[src/rtl/pulse_pkg.sv]
// rtl/pulse_pkg.sv - shared state encoding and helpers for pulse_burst_gen
package pulse_pkg;

  localparam logic [1:0] ST_IDLE = 2'd0;
  localparam logic [1:0] ST_HIGH = 2'd1;
  localparam logic [1:0] ST_GAP  = 2'd2;

  typedef enum logic [1:0] {
    S_IDLE = ST_IDLE,
    S_HIGH = ST_HIGH,
    S_GAP  = ST_GAP
  } state_t;

  function automatic int max_int(input int a, input int b);
    return (a > b) ? a : b;
  endfunction

  // Width of a down-counter that must hold values up to n-1, never zero bits.
  function automatic int cnt_width(input int n);
    return (n > 1) ? $clog2(n) : 1;
  endfunction

endpackage

[src/rtl/sat_counter.sv]
// rtl/sat_counter.sv - saturating up/down counter of queued burst requests
module sat_counter
  import pulse_pkg::*;
#(
  parameter int MAX = 3,
  parameter int PW  = $clog2(MAX + 1)
) (
  input  logic          clk,
  input  logic          rst,
  input  logic          inc,
  input  logic          dec,
  output logic [PW-1:0] count,
  output logic          drop
);

  logic full;

  assign full = (count == PW'(MAX));
  // A lone increment into a full queue is the only way a request gets lost.
  assign drop = inc && !dec && full;

  // Count register: simultaneous inc and dec cancel out.
  always_ff @(posedge clk) begin
    if (rst) begin
      count <= '0;
    end else if (inc && !dec && !full) begin
      count <= count + PW'(1);
    end else if (dec && !inc && (count != '0)) begin
      count <= count - PW'(1);
    end
  end

endmodule

[src/rtl/pulse_burst_gen.sv]
// rtl/pulse_burst_gen.sv - stretches request pulses into fixed-width bursts with guaranteed gaps
module pulse_burst_gen
  import pulse_pkg::*;
#(
  parameter int WIDTH    = 3,
  parameter int GAP      = 2,
  parameter int MAX_PEND = 3
) (
  input  logic                         clk,
  input  logic                         rst,
  input  logic                         p_in,
  output logic                         q,
  output logic                         busy,
  output logic [$clog2(MAX_PEND+1)-1:0] pend,
  output logic                         ovf
);

  localparam int CW = cnt_width(max_int(WIDTH, GAP));

  state_t        state, state_n;
  logic [CW-1:0] cnt, cnt_n;
  logic          q_n;
  logic          inc, dec, drop;

  sat_counter #(
    .MAX (MAX_PEND)
  ) u_pend (
    .clk   (clk),
    .rst   (rst),
    .inc   (inc),
    .dec   (dec),
    .count (pend),
    .drop  (drop)
  );

  // State, burst counter, output level and sticky overflow registers.
  always_ff @(posedge clk) begin
    if (rst) begin
      state <= S_IDLE;
      cnt   <= '0;
      q     <= 1'b0;
      ovf   <= 1'b0;
    end else begin
      state <= state_n;
      cnt   <= cnt_n;
      q     <= q_n;
      if (drop) ovf <= 1'b1;
    end
  end

  assign busy = (state != S_IDLE);

  // Next-state, next-output and queue accounting for each edge.
  always_comb begin
    state_n = state;
    cnt_n   = cnt;
    q_n     = q;
    inc     = 1'b0;
    dec     = 1'b0;
    case (state)
      S_IDLE: begin
        if (p_in) begin
          state_n = S_HIGH;
          cnt_n   = CW'(WIDTH - 1);
          q_n     = 1'b1;
        end
      end
      S_HIGH: begin
        inc = p_in;
        if (cnt != '0) begin
          cnt_n = cnt - CW'(1);
        end else begin
          state_n = S_GAP;
          cnt_n   = CW'(GAP - 1);
          q_n     = 1'b0;
        end
      end
      S_GAP: begin
        if (cnt != '0) begin
          cnt_n = cnt - CW'(1);
          inc   = p_in;
        end else if ((pend != '0) || p_in) begin
          // A fresh request at the exit edge is either consumed directly
          // (empty queue) or swapped for the oldest queued one.
          state_n = S_HIGH;
          cnt_n   = CW'(WIDTH - 1);
          q_n     = 1'b1;
          dec     = (pend != '0) && !p_in;
        end else begin
          state_n = S_IDLE;
        end
      end
      default: begin
        state_n = S_IDLE;
        cnt_n   = '0;
        q_n     = 1'b0;
      end
    endcase
  end

endmodule

[config.mk]
export PLATFORM = sky130hd
export DESIGN_NAME = pulse_burst_gen
export DESIGN_NICKNAME = d
export VERILOG_FILES = /design/src/rtl/pulse_pkg.sv /design/src/rtl/sat_counter.sv /design/src/rtl/pulse_burst_gen.sv
export SDC_FILE = /design/constraint.sdc
export NUM_CORES = 1
export LEC_CHECK = 0
export CAP_MARGIN = 20
export CORE_AREA = 5 5 42 44
export CTS_BUF_LIST = sky130_fd_sc_hd__clkbuf_16
export DETAILED_ROUTE_END_ITERATION = 7
export DIE_AREA = 0 0 47 49
export GPL_TIMING_DRIVEN = 0
export PLACE_DENSITY_LB_ADDON = 0.08
export SYNTH_ARGS = -nofsm -noshare
export SYNTH_HDL_FRONTEND = slang
export SYNTH_SLANG_ARGS = --single-unit
export TNS_END_PERCENT = 50
[constraint.sdc]
create_clock -name clk -period 1.4 [get_ports clk]
set_input_delay 0.35 -clock clk [delete_from_list [all_inputs] [get_ports clk]]
set_output_delay 0.35 -clock clk [all_outputs]
set_load 0.05 [all_outputs]
==> impl_metrics.prom, run 1 <==
# TYPE chip_impl_metric gauge
chip_impl_metric{name="dpl.hpwl",unit="um"} 831
chip_impl_metric{name="core-area",unit="um2"} 1400
chip_impl_metric{name="clock-sinks",unit=""} 8
chip_impl_metric{name="synthSimpleGateAreaFrac",unit=""} 0.176
chip_impl_metric{name="dieArea",unit="um2"} 2300
chip_impl_metric{name="timing.final.crit_share",unit=""} 0.987
chip_impl_metric{name="synth_compound_area_frac",unit=""} 0.259
chip_impl_metric{name="area_growth",unit="%"} 37.4
chip_impl_metric{name="io_buffers",unit=""} 6
chip_impl_metric{name="grt_pass1_vias",unit=""} 446
chip_impl_metric{name="metal3_wl",unit="um"} 42
chip_impl_metric{name="numCtsBuffers",unit=""} 3
chip_impl_info{name="crit_type",value="reg -> out"} 1
chip_impl_metric{name="cellLeakagePower",unit="nW"} 0.321
chip_impl_metric{name="grt_first_pass_wirelength",unit="um"} 1880
chip_impl_metric{name="timing.critical_path.arrival",unit="ns"} 1.03
chip_impl_metric{name="synthesis.area_per_instance",unit="um2"} 8.90
chip_impl_metric{name="critical_path_peak_fanout",unit=""} 5
chip_impl_metric{name="initial_core_util",unit=""} 0.406
chip_impl_metric{name="grt.overflow.total",unit=""} 0
chip_impl_info{name="synth_top_cells_by_count",value="sky130_fd_sc_hd__dfxtp_1, sky130_fd_sc_hd__ha_1, sky130_fd_sc_hd__inv_1, sky130_fd_sc_hd__nor2_1, sky130_fd_sc_hd__a21oi_1"} 1
chip_impl_metric{name="drtAntennaViolNets",unit=""} 0
chip_impl_metric{name="postSynthNetCount",unit=""} 75
chip_impl_metric{name="worstSkewPairLatency",unit="ns"} 0.23
chip_impl_metric{name="finalCriticalPeriod",unit="ns"} 1.38
chip_impl_info{name="combinational_family_with_the_most_area_after_synthesis",value="compound AO/OA/AOI/OAI gates"} 1
chip_impl_metric{name="ioPinCount",unit=""} 8
chip_impl_metric{name="post_layout_nonfiller_instances",unit=""} 90
chip_impl_metric{name="synth-edff-count",unit=""} 0
chip_impl_metric{name="drt-total-wl",unit="um"} 1170
chip_impl_metric{name="die-height",unit="um"} 49
chip_impl_metric{name="layout.nets",unit=""} 87
chip_impl_metric{name="via_count",unit=""} 468
chip_impl_metric{name="wl_per_cell",unit="um"} 13.0
chip_impl_metric{name="maxCapViolCount",unit=""} 0
chip_impl_metric{name="async_reset_ff_frac",unit=""} 0
chip_impl_metric{name="pwr_density_cell",unit="nW/um2"} 2260
chip_impl_metric{name="placement.setup.worst_slack",unit="ns"} -0.540
chip_impl_metric{name="gr-usage-all-layers",unit=""} 0.112
chip_impl_metric{name="layout-drive-gt1-share",unit=""} 0.419
chip_impl_metric{name="multiplexer_share_of_the_synthesized_area",unit=""} 0.0352
chip_impl_info{name="cp-end-kind",value="output pin"} 1
chip_impl_metric{name="max-vdd-ir-drop",unit="mV"} 1.06
chip_impl_metric{name="ys_seq_area_frac",unit=""} 0.281
chip_impl_metric{name="met1_length",unit="um"} 555
chip_impl_metric{name="syn-cell-area",unit="um2"} 569
chip_impl_metric{name="dp.cells",unit=""} 86
chip_impl_info{name="min_path_type",value="in -> reg"} 1
chip_impl_metric{name="die_w",unit="um"} 47
chip_impl_metric{name="final_hold_viol_count",unit=""} 0
chip_impl_metric{name="setup-violations-final",unit=""} 0
chip_impl_metric{name="routed-wl-met2",unit="um"} 567
chip_impl_metric{name="multi_input_area",unit="um2"} 408
chip_impl_info{name="synth.largest_area_cell",value="sky130_fd_sc_hd__dfxtp_1"} 1
chip_impl_metric{name="timing_worst_slew_pin_value",unit="ns"} 0.314
chip_impl_info{name="clock-root-buffer",value="sky130_fd_sc_hd__clkbuf_16"} 1
chip_impl_metric{name="regToRegSetupSlack",unit="ns"} 0.10
chip_impl_metric{name="num_antenna_cells",unit=""} 0
chip_impl_metric{name="maximum_number_of_pins_on_one_net_before_global_route_repair",unit=""} 10
chip_impl_metric{name="worst_ep_required_time",unit="ns"} 1.05
chip_impl_metric{name="clock-skew-final",unit="ns"} 0.00556
chip_impl_metric{name="detail_route.first_pass.iterations",unit=""} 2
chip_impl_metric{name="first_iter_violations",unit=""} 9
chip_impl_metric{name="post_synth_xor_area_fraction",unit=""} 0
chip_impl_metric{name="final_layout_worst_hold_slack",unit="ns"} 0.355
chip_impl_info{name="synth.top_cells.by_area",value="sky130_fd_sc_hd__dfxtp_1, sky130_fd_sc_hd__ha_1, sky130_fd_sc_hd__inv_1, sky130_fd_sc_hd__nor2_1, sky130_fd_sc_hd__a21oi_1"} 1
chip_impl_metric{name="achievable_frequency",unit="MHz"} 723
chip_impl_metric{name="worst_slew_margin_rel",unit=""} 0.790
chip_impl_info{name="dr.max_layer_used",value="met4"} 1
chip_impl_metric{name="netlist-cell-type-count",unit=""} 27
chip_impl_metric{name="antenna_found_initial",unit=""} 0
chip_impl_metric{name="drt-vias-per-instance",unit=""} 5.20
chip_impl_metric{name="htree_levels",unit=""} 1
chip_impl_metric{name="ff_latch_area",unit="um2"} 171
chip_impl_metric{name="detail_route.drc_violations",unit=""} 0
chip_impl_metric{name="fillCellCount",unit=""} 130
chip_impl_metric{name="synth_adder_area_share",unit=""} 0.176
chip_impl_info{name="startpoint_type",value="flip-flop"} 1
chip_impl_metric{name="synth_largest_type_area_fraction",unit=""} 0.281
chip_impl_metric{name="ys.warnings.count",unit=""} 0
chip_impl_metric{name="rows",unit=""} 14
chip_impl_metric{name="place.gp.congestion",unit=""} 0.834
chip_impl_metric{name="postSynthRegisterBits",unit=""} 8
chip_impl_metric{name="cts.clk_slew.worst_paths",unit="ns"} 0.04
chip_impl_metric{name="timing_max_transition_violations_final",unit=""} 0
chip_impl_metric{name="layout_setup_ws",unit="ns"} 0.0177
chip_impl_info{name="run_status",value="finished, final reports clean"} 1
chip_impl_info{name="tritoncts_clock_tree",value="yes"} 1
chip_impl_metric{name="max-clock-path-buffers",unit=""} 2
chip_impl_info{name="ys.flop_type",value="sky130_fd_sc_hd__dfxtp_1"} 1
chip_impl_metric{name="synthCells",unit=""} 64
## sequential cells by signal (all words and copies together), names as in the netlist
name and count:
u_pend.count 2, ovf 1, q 1, cnt 2, state 2
## layer usage
| layer | vias up | GRT usage |
|---|---|---|
| met5 | - | 0 |
| met4 | 0 | 0.0691 |
| met3 | 2 | 0.0221 |
| met2 | 5 | 0.156 |
| met1 | 218 | 0.151 |
| li1 | 243 | - |
## timing repair
action                                  4_1_cts  5_1_grt
endpoints found under the setup margin       10       11
gates cloned                                  0        0
hold buffers                                  0        0
resized for setup                            23       18
pin swaps                                     1        3
buffers inserted                              0        1
## cell families (layout without fill, tap and decap cells)
kind of cell | after synthesis | in the layout
adder cells (fa/ha/maj) | 8 | 8
multiplexers | 2 | 2
AND/OR/NAND/NOR | 17 | 17
flip-flops | 8 | 8
buffers and inverters | 10 | 20
AO/OA/AOI/OAI | 19 | 19
## through the flow
step | setup TNS, ns | total power, mW | instance area [um2] | util
finish | 0 | 1.77 | 782 | 0.558
global route | -0.00892 | 1.89 | 782 | 0.558
CTS | -0.161 | 1.64 | 734 | 0.524
detailed placement | -2.28 | 1.13 | 656 | 0.468
global placement | -2.28 | 1.13 | 656 | 0.468
floorplan | 0 | 0.957 | 576 | -
## power breakdown
part	switching, mW	total [mW]	internal (mW)
sequential	0.0759	0.386	0.310
combinational	0.518	0.905	0.386
clock	0.109	0.477	0.368
## critical path, stage by stage, from the launching register on
cell                      delay [ns]
sky130_fd_sc_hd__dfxtp_4        0.36
sky130_fd_sc_hd__inv_2          0.07
sky130_fd_sc_hd__ha_4           0.17
sky130_fd_sc_hd__inv_4          0.07
sky130_fd_sc_hd__buf_8          0.14
## layout by cell type (no fill, tap or decap), drive strengths merged
cell | netlist | routed
inv | 9 | 9
ha | 8 | 8
dfxtp | 8 | 8
nor2 | 7 | 7
a21oi | 6 | 6
buf | 1 | 5
clkbuf | 0 | 4
nand2 | 3 | 3
o31ai | 3 | 3
mux2i | 2 | 2
o21ai | 2 | 2
a211oi | 2 | 2
nand2b | 1 | 1
nor4 | 1 | 1
a21o | 1 | 1
nor3 | 1 | 1
nor2b | 1 | 1
o22ai | 1 | 1
o21a | 1 | 1
a31oi | 1 | 1
and4bb | 1 | 1
o21bai | 1 | 1
nand3 | 1 | 1
and2 | 1 | 1
o211ai | 1 | 1
dlymetal6s2s | 0 | 1
clkdlybuf4s15 | 0 | 1
## area by class of cell
class                      count  share of cell area
tap                           16              0.0256
inverter                       9              0.0496
buffer                         1             0.00960
sequential                     8               0.219
multi-input combinational     46               0.522
timing repair buffer           7              0.0784
clock buffer                   3              0.0960
## worst paths after layout
check | startpoint | end | cells after the start
hold / removal | rst | u_pend.count[0] | 2
setup reg to reg | state[0] | cnt[0] | 6
hold reg to reg | q | q | 1
setup / recovery | state[0] | busy | 4
(Power assumes the default switching activity.)
==> run 2: changes to the inputs <==
Settings changed: ABC_AREA set to 1.
==> run 2 against run 1 <==
  * Global-route usage rose by 1.3 points
  * Routed wire length shrank 0.77%
  * Combinational power up 22%
  * Die area unchanged
  * Critical path type unchanged
  * Largest cell class unchanged
  * Clock skew down 0.0031 ns
  * The run now ends with setup timing left
  * Synthesized cell count increased by 38%
  * Worst hold slack better by 0.12 ns
  * Synthesized area grew 2.4%
  * Sequential cell count did not move
  * Fmax is 1.4% lower
  * Non-clock buffer count rose by 1
  * Worst setup slack got worse by 0.019 ns
==> impl_metrics.prom, run 2 <==
# TYPE chip_impl_metric gauge
chip_impl_info{name="hold_path.startpoint",value="ovf"} 1
chip_impl_info{name="tritoncts_clock_tree",value="yes"} 1
chip_impl_metric{name="detail_route.drc_violations",unit=""} 0
chip_impl_info{name="combinational_family_with_the_most_area_after_synthesis",value="simple AND/OR/NAND/NOR gates"} 1
chip_impl_info{name="run_status",value="finished with violations"} 1
chip_impl_metric{name="fraction_of_power_consumed_by_sequential_logic",unit=""} 0.197
chip_impl_metric{name="maximum_number_of_pins_on_one_net_before_global_route_repair",unit=""} 10
chip_impl_metric{name="pwr_density_cell",unit="nW/um2"} 2520
chip_impl_info{name="synth.largest_area_cell",value="sky130_fd_sc_hd__dfxtp_1"} 1
chip_impl_metric{name="maxCapViolCount",unit=""} 0
chip_impl_metric{name="synth_largest_type_area_fraction",unit=""} 0.275
chip_impl_metric{name="ys.warnings.count",unit=""} 0
chip_impl_metric{name="clock-sinks",unit=""} 8
chip_impl_info{name="most-common-layout-cells",value="sky130_fd_sc_hd__nand2_1, sky130_fd_sc_hd__inv_1, sky130_fd_sc_hd__nor2_1"} 1
chip_impl_metric{name="synthCells",unit=""} 88
chip_impl_metric{name="num_antenna_cells",unit=""} 0
chip_impl_info{name="worst_r2r_startpoint",value="state[0]"} 1
chip_impl_metric{name="io_buffers",unit=""} 7
chip_impl_metric{name="timing.critical_path.slowest_cell_delay",unit="ns"} 0.34
chip_impl_metric{name="die-height",unit="um"} 49
chip_impl_info{name="cp-end-kind",value="output pin"} 1
chip_impl_metric{name="finalCriticalPeriod",unit="ns"} 1.40
chip_impl_metric{name="max-vdd-ir-drop",unit="mV"} 1.24
chip_impl_metric{name="setup-violations-final",unit=""} 1
chip_impl_metric{name="postSynthRegisterBits",unit=""} 8
chip_impl_info{name="startpoint_type",value="flip-flop"} 1
chip_impl_info{name="min_path_type",value="reg -> reg"} 1
chip_impl_metric{name="drtAntennaViolNets",unit=""} 0
chip_impl_info{name="largestRegisters",value="cnt (2), state (2), u_pend.count (2)"} 1
chip_impl_info{name="synth_top_cells_by_count",value="sky130_fd_sc_hd__nand2_1, sky130_fd_sc_hd__inv_1, sky130_fd_sc_hd__nor2_1"} 1
chip_impl_info{name="synth.top_cells.by_area",value="sky130_fd_sc_hd__dfxtp_1, sky130_fd_sc_hd__ha_1, sky130_fd_sc_hd__nand2_1, sky130_fd_sc_hd__inv_1, sky130_fd_sc_hd__nor2_1"} 1
chip_impl_metric{name="internal_power",unit="mW"} 1.11
chip_impl_metric{name="timing.critical_path.arrival",unit="ns"} 1.05
chip_impl_metric{name="max-clock-path-buffers",unit=""} 2
chip_impl_metric{name="grt_pass1_vias",unit=""} 493
chip_impl_metric{name="clock-skew-final",unit="ns"} 0.00250
chip_impl_metric{name="initial_core_util",unit=""} 0.416
chip_impl_metric{name="layout.nets",unit=""} 112
chip_impl_metric{name="worst_ep_required_time",unit="ns"} 1.05
chip_impl_info{name="violations_in_the_final_reports",value="setup timing"} 1
chip_impl_metric{name="synth_adder_area_share",unit=""} 0.172
chip_impl_metric{name="cts.clk_slew.worst_paths",unit="ns"} 0.04
chip_impl_metric{name="detail_route.first_pass.iterations",unit=""} 3
chip_impl_metric{name="cellLeakagePower",unit="nW"} 0.376
chip_impl_metric{name="area_growth",unit="%"} 34.5
chip_impl_metric{name="die_w",unit="um"} 47
chip_impl_metric{name="multiplexer_share_of_the_synthesized_area",unit=""} 0
chip_impl_metric{name="via_count",unit=""} 521
chip_impl_metric{name="wl_per_cell",unit="um"} 10.1
chip_impl_metric{name="syn-cell-area",unit="um2"} 583
chip_impl_metric{name="worstSkewPairLatency",unit="ns"} 0.23
chip_impl_info{name="crit_type",value="reg -> out"} 1
chip_impl_metric{name="timing_worst_slew_pin_value",unit="ns"} 0.280
chip_impl_metric{name="synthSimpleGateAreaFrac",unit=""} 0.330
chip_impl_metric{name="synthesis.area_per_instance",unit="um2"} 6.63
chip_impl_info{name="synth_most_common_cell",value="sky130_fd_sc_hd__nand2_1"} 1
chip_impl_metric{name="p_clk_frac",unit=""} 0.244
chip_impl_metric{name="first_iter_violations",unit=""} 7
chip_impl_metric{name="power.switching",unit="mW"} 0.863
chip_impl_metric{name="ioPinCount",unit=""} 8
chip_impl_metric{name="placement.setup.worst_slack",unit="ns"} -0.564
chip_impl_metric{name="place.gp.congestion",unit=""} 0.780
chip_impl_info{name="crit_path_start",value="state[0]"} 1
chip_impl_metric{name="htree_levels",unit=""} 1
chip_impl_metric{name="setup_tns",unit="ns"} -0.00173
chip_impl_metric{name="timing.final.crit_share",unit=""} 1.00
chip_impl_metric{name="power.combinational.fraction",unit=""} 0.559
chip_impl_metric{name="ys_seq_area_frac",unit=""} 0.275
chip_impl_info{name="clock-root-buffer",value="sky130_fd_sc_hd__clkbuf_16"} 1
chip_impl_info{name="ys.flop_type",value="sky130_fd_sc_hd__dfxtp_1"} 1
chip_impl_metric{name="final_hold_viol_count",unit=""} 0
chip_impl_metric{name="report.power.total",unit="mW"} 1.98
chip_impl_info{name="grt_setup_unrepaired",value="yes"} 1
chip_impl_metric{name="power.switching_fraction",unit=""} 0.437
chip_impl_metric{name="dpl.hpwl",unit="um"} 869
chip_impl_metric{name="achievable_frequency",unit="MHz"} 713
chip_impl_metric{name="async_reset_ff_frac",unit=""} 0
chip_impl_metric{name="core-area",unit="um2"} 1400
chip_impl_metric{name="drt-total-wl",unit="um"} 1160
chip_impl_metric{name="gr-usage-all-layers",unit=""} 0.125
chip_impl_info{name="critPathSlowestCell",value="sky130_fd_sc_hd__dfxtp_2"} 1
chip_impl_metric{name="synth_compound_area_frac",unit=""} 0.101
chip_impl_info{name="final_common_cell",value="sky130_fd_sc_hd__nand2_1"} 1
chip_impl_metric{name="layout_setup_ws",unit="ns"} -0.00173
chip_impl_metric{name="grt_first_pass_wirelength",unit="um"} 2100
chip_impl_metric{name="postSynthNetCount",unit=""} 99
chip_impl_metric{name="worst_slew_margin_rel",unit=""} 0.814
chip_impl_metric{name="antenna_found_initial",unit=""} 0
chip_impl_metric{name="drt-vias-per-instance",unit=""} 4.53
chip_impl_metric{name="synth-edff-count",unit=""} 0
chip_impl_metric{name="dieArea",unit="um2"} 2300
chip_impl_metric{name="post_synth_xor_area_fraction",unit=""} 0
chip_impl_metric{name="critical_path_peak_fanout",unit=""} 4
chip_impl_metric{name="layout-drive-gt1-share",unit=""} 0.232
chip_impl_metric{name="final_layout_worst_hold_slack",unit="ns"} 0.472
chip_impl_metric{name="netlist-cell-type-count",unit=""} 15
chip_impl_info{name="worstPathCellList",value="inv_4 -> ha_4 -> clkinvlp_4 -> buf_8"} 1
chip_impl_metric{name="rows",unit=""} 14
chip_impl_metric{name="timing_max_transition_violations_final",unit=""} 0
chip_impl_metric{name="utilization",unit=""} 0.560
chip_impl_metric{name="numCtsBuffers",unit=""} 3
chip_impl_metric{name="grt.overflow.total",unit=""} 0
==> run 2: cell count changes after synthesis, sizes merged, moves of 3 or more <==
cell,previous run,this run
o31ai,3,0
nand2,3,26
nand3,1,6
inv,9,16
nor2,7,13
==> run 2: metrics by stage <==
step / cells / instance area, um2
2_1_floorplan: 88 / 587
3_3_place_gp: 111 / 677
3_5_place_dp: 111 / 677
4_1_cts: 114 / 772
5_1_grt: 115 / 785
6_report: 115 / 785
==> run 2: power groups by stage <==
stage          Sequential [mW]  Clock, mW  Combinational, mW
6_report                 0.390      0.482               1.10
4_1_cts                  0.377      0.491               1.06
5_1_grt                  0.402      0.507               1.25
3_5_place_dp             0.372          0              0.994
2_1_floorplan            0.423          0              0.731
3_3_place_gp             0.370          0              0.993
==> run 2: timing repair <==
item,in CTS,in global routing
setup endpoints to repair,5,5
hold buffers,0,0
buffers inserted,0,1
gates resized for setup,24,8
==> run 2: worst paths after layout <==
| check | slack, ns | end | depth (start not counted) |
|---|---|---|---|
| min | 0.47 | ovf | 1 |
| max reg2reg | 0.10 | ovf | 8 |
| max | -0.002 | busy | 4 |
| min reg2reg | 0.47 | ovf | 1 |
==> run 2: area by class of cell <==
type / instances / area, um2
well taps: 16 / 20.0
repair buffers: 8 / 81.3
plain buffers: 1 / 11.3
multi-input cells: 63 / 364
inverters: 16 / 68.8
fillers: 143 / 617
clock buffers: 3 / 75.1
flip-flops and latches: 8 / 164
==> run 2: kinds of logic (layout without fill, tap and decap cells) <==
logic type / count (synthesis) / in the layout
flip-flops: 8 / 8
adder cells (fa/ha/maj): 8 / 8
AO/OA/AOI/OAI: 9 / 9
buffers and inverters: 17 / 28
AND/OR/NAND/NOR: 46 / 46
==> run 2: worst max-delay path: cells and delay by family (launching register included) <==
kind	cells	cell delay [ns]
adders and majority gates	1	0.14
buffers and inverters	3	0.33
DFF	1	0.34
==> run 2: per-layer routing <==
layer,global-route usage,routed length [um],part of all wire
met2,0.163,509,0.44
met4,0.0415,5,0.0043
met5,0,0,0
met3,0.0480,28,0.024
met1,0.182,620,0.53
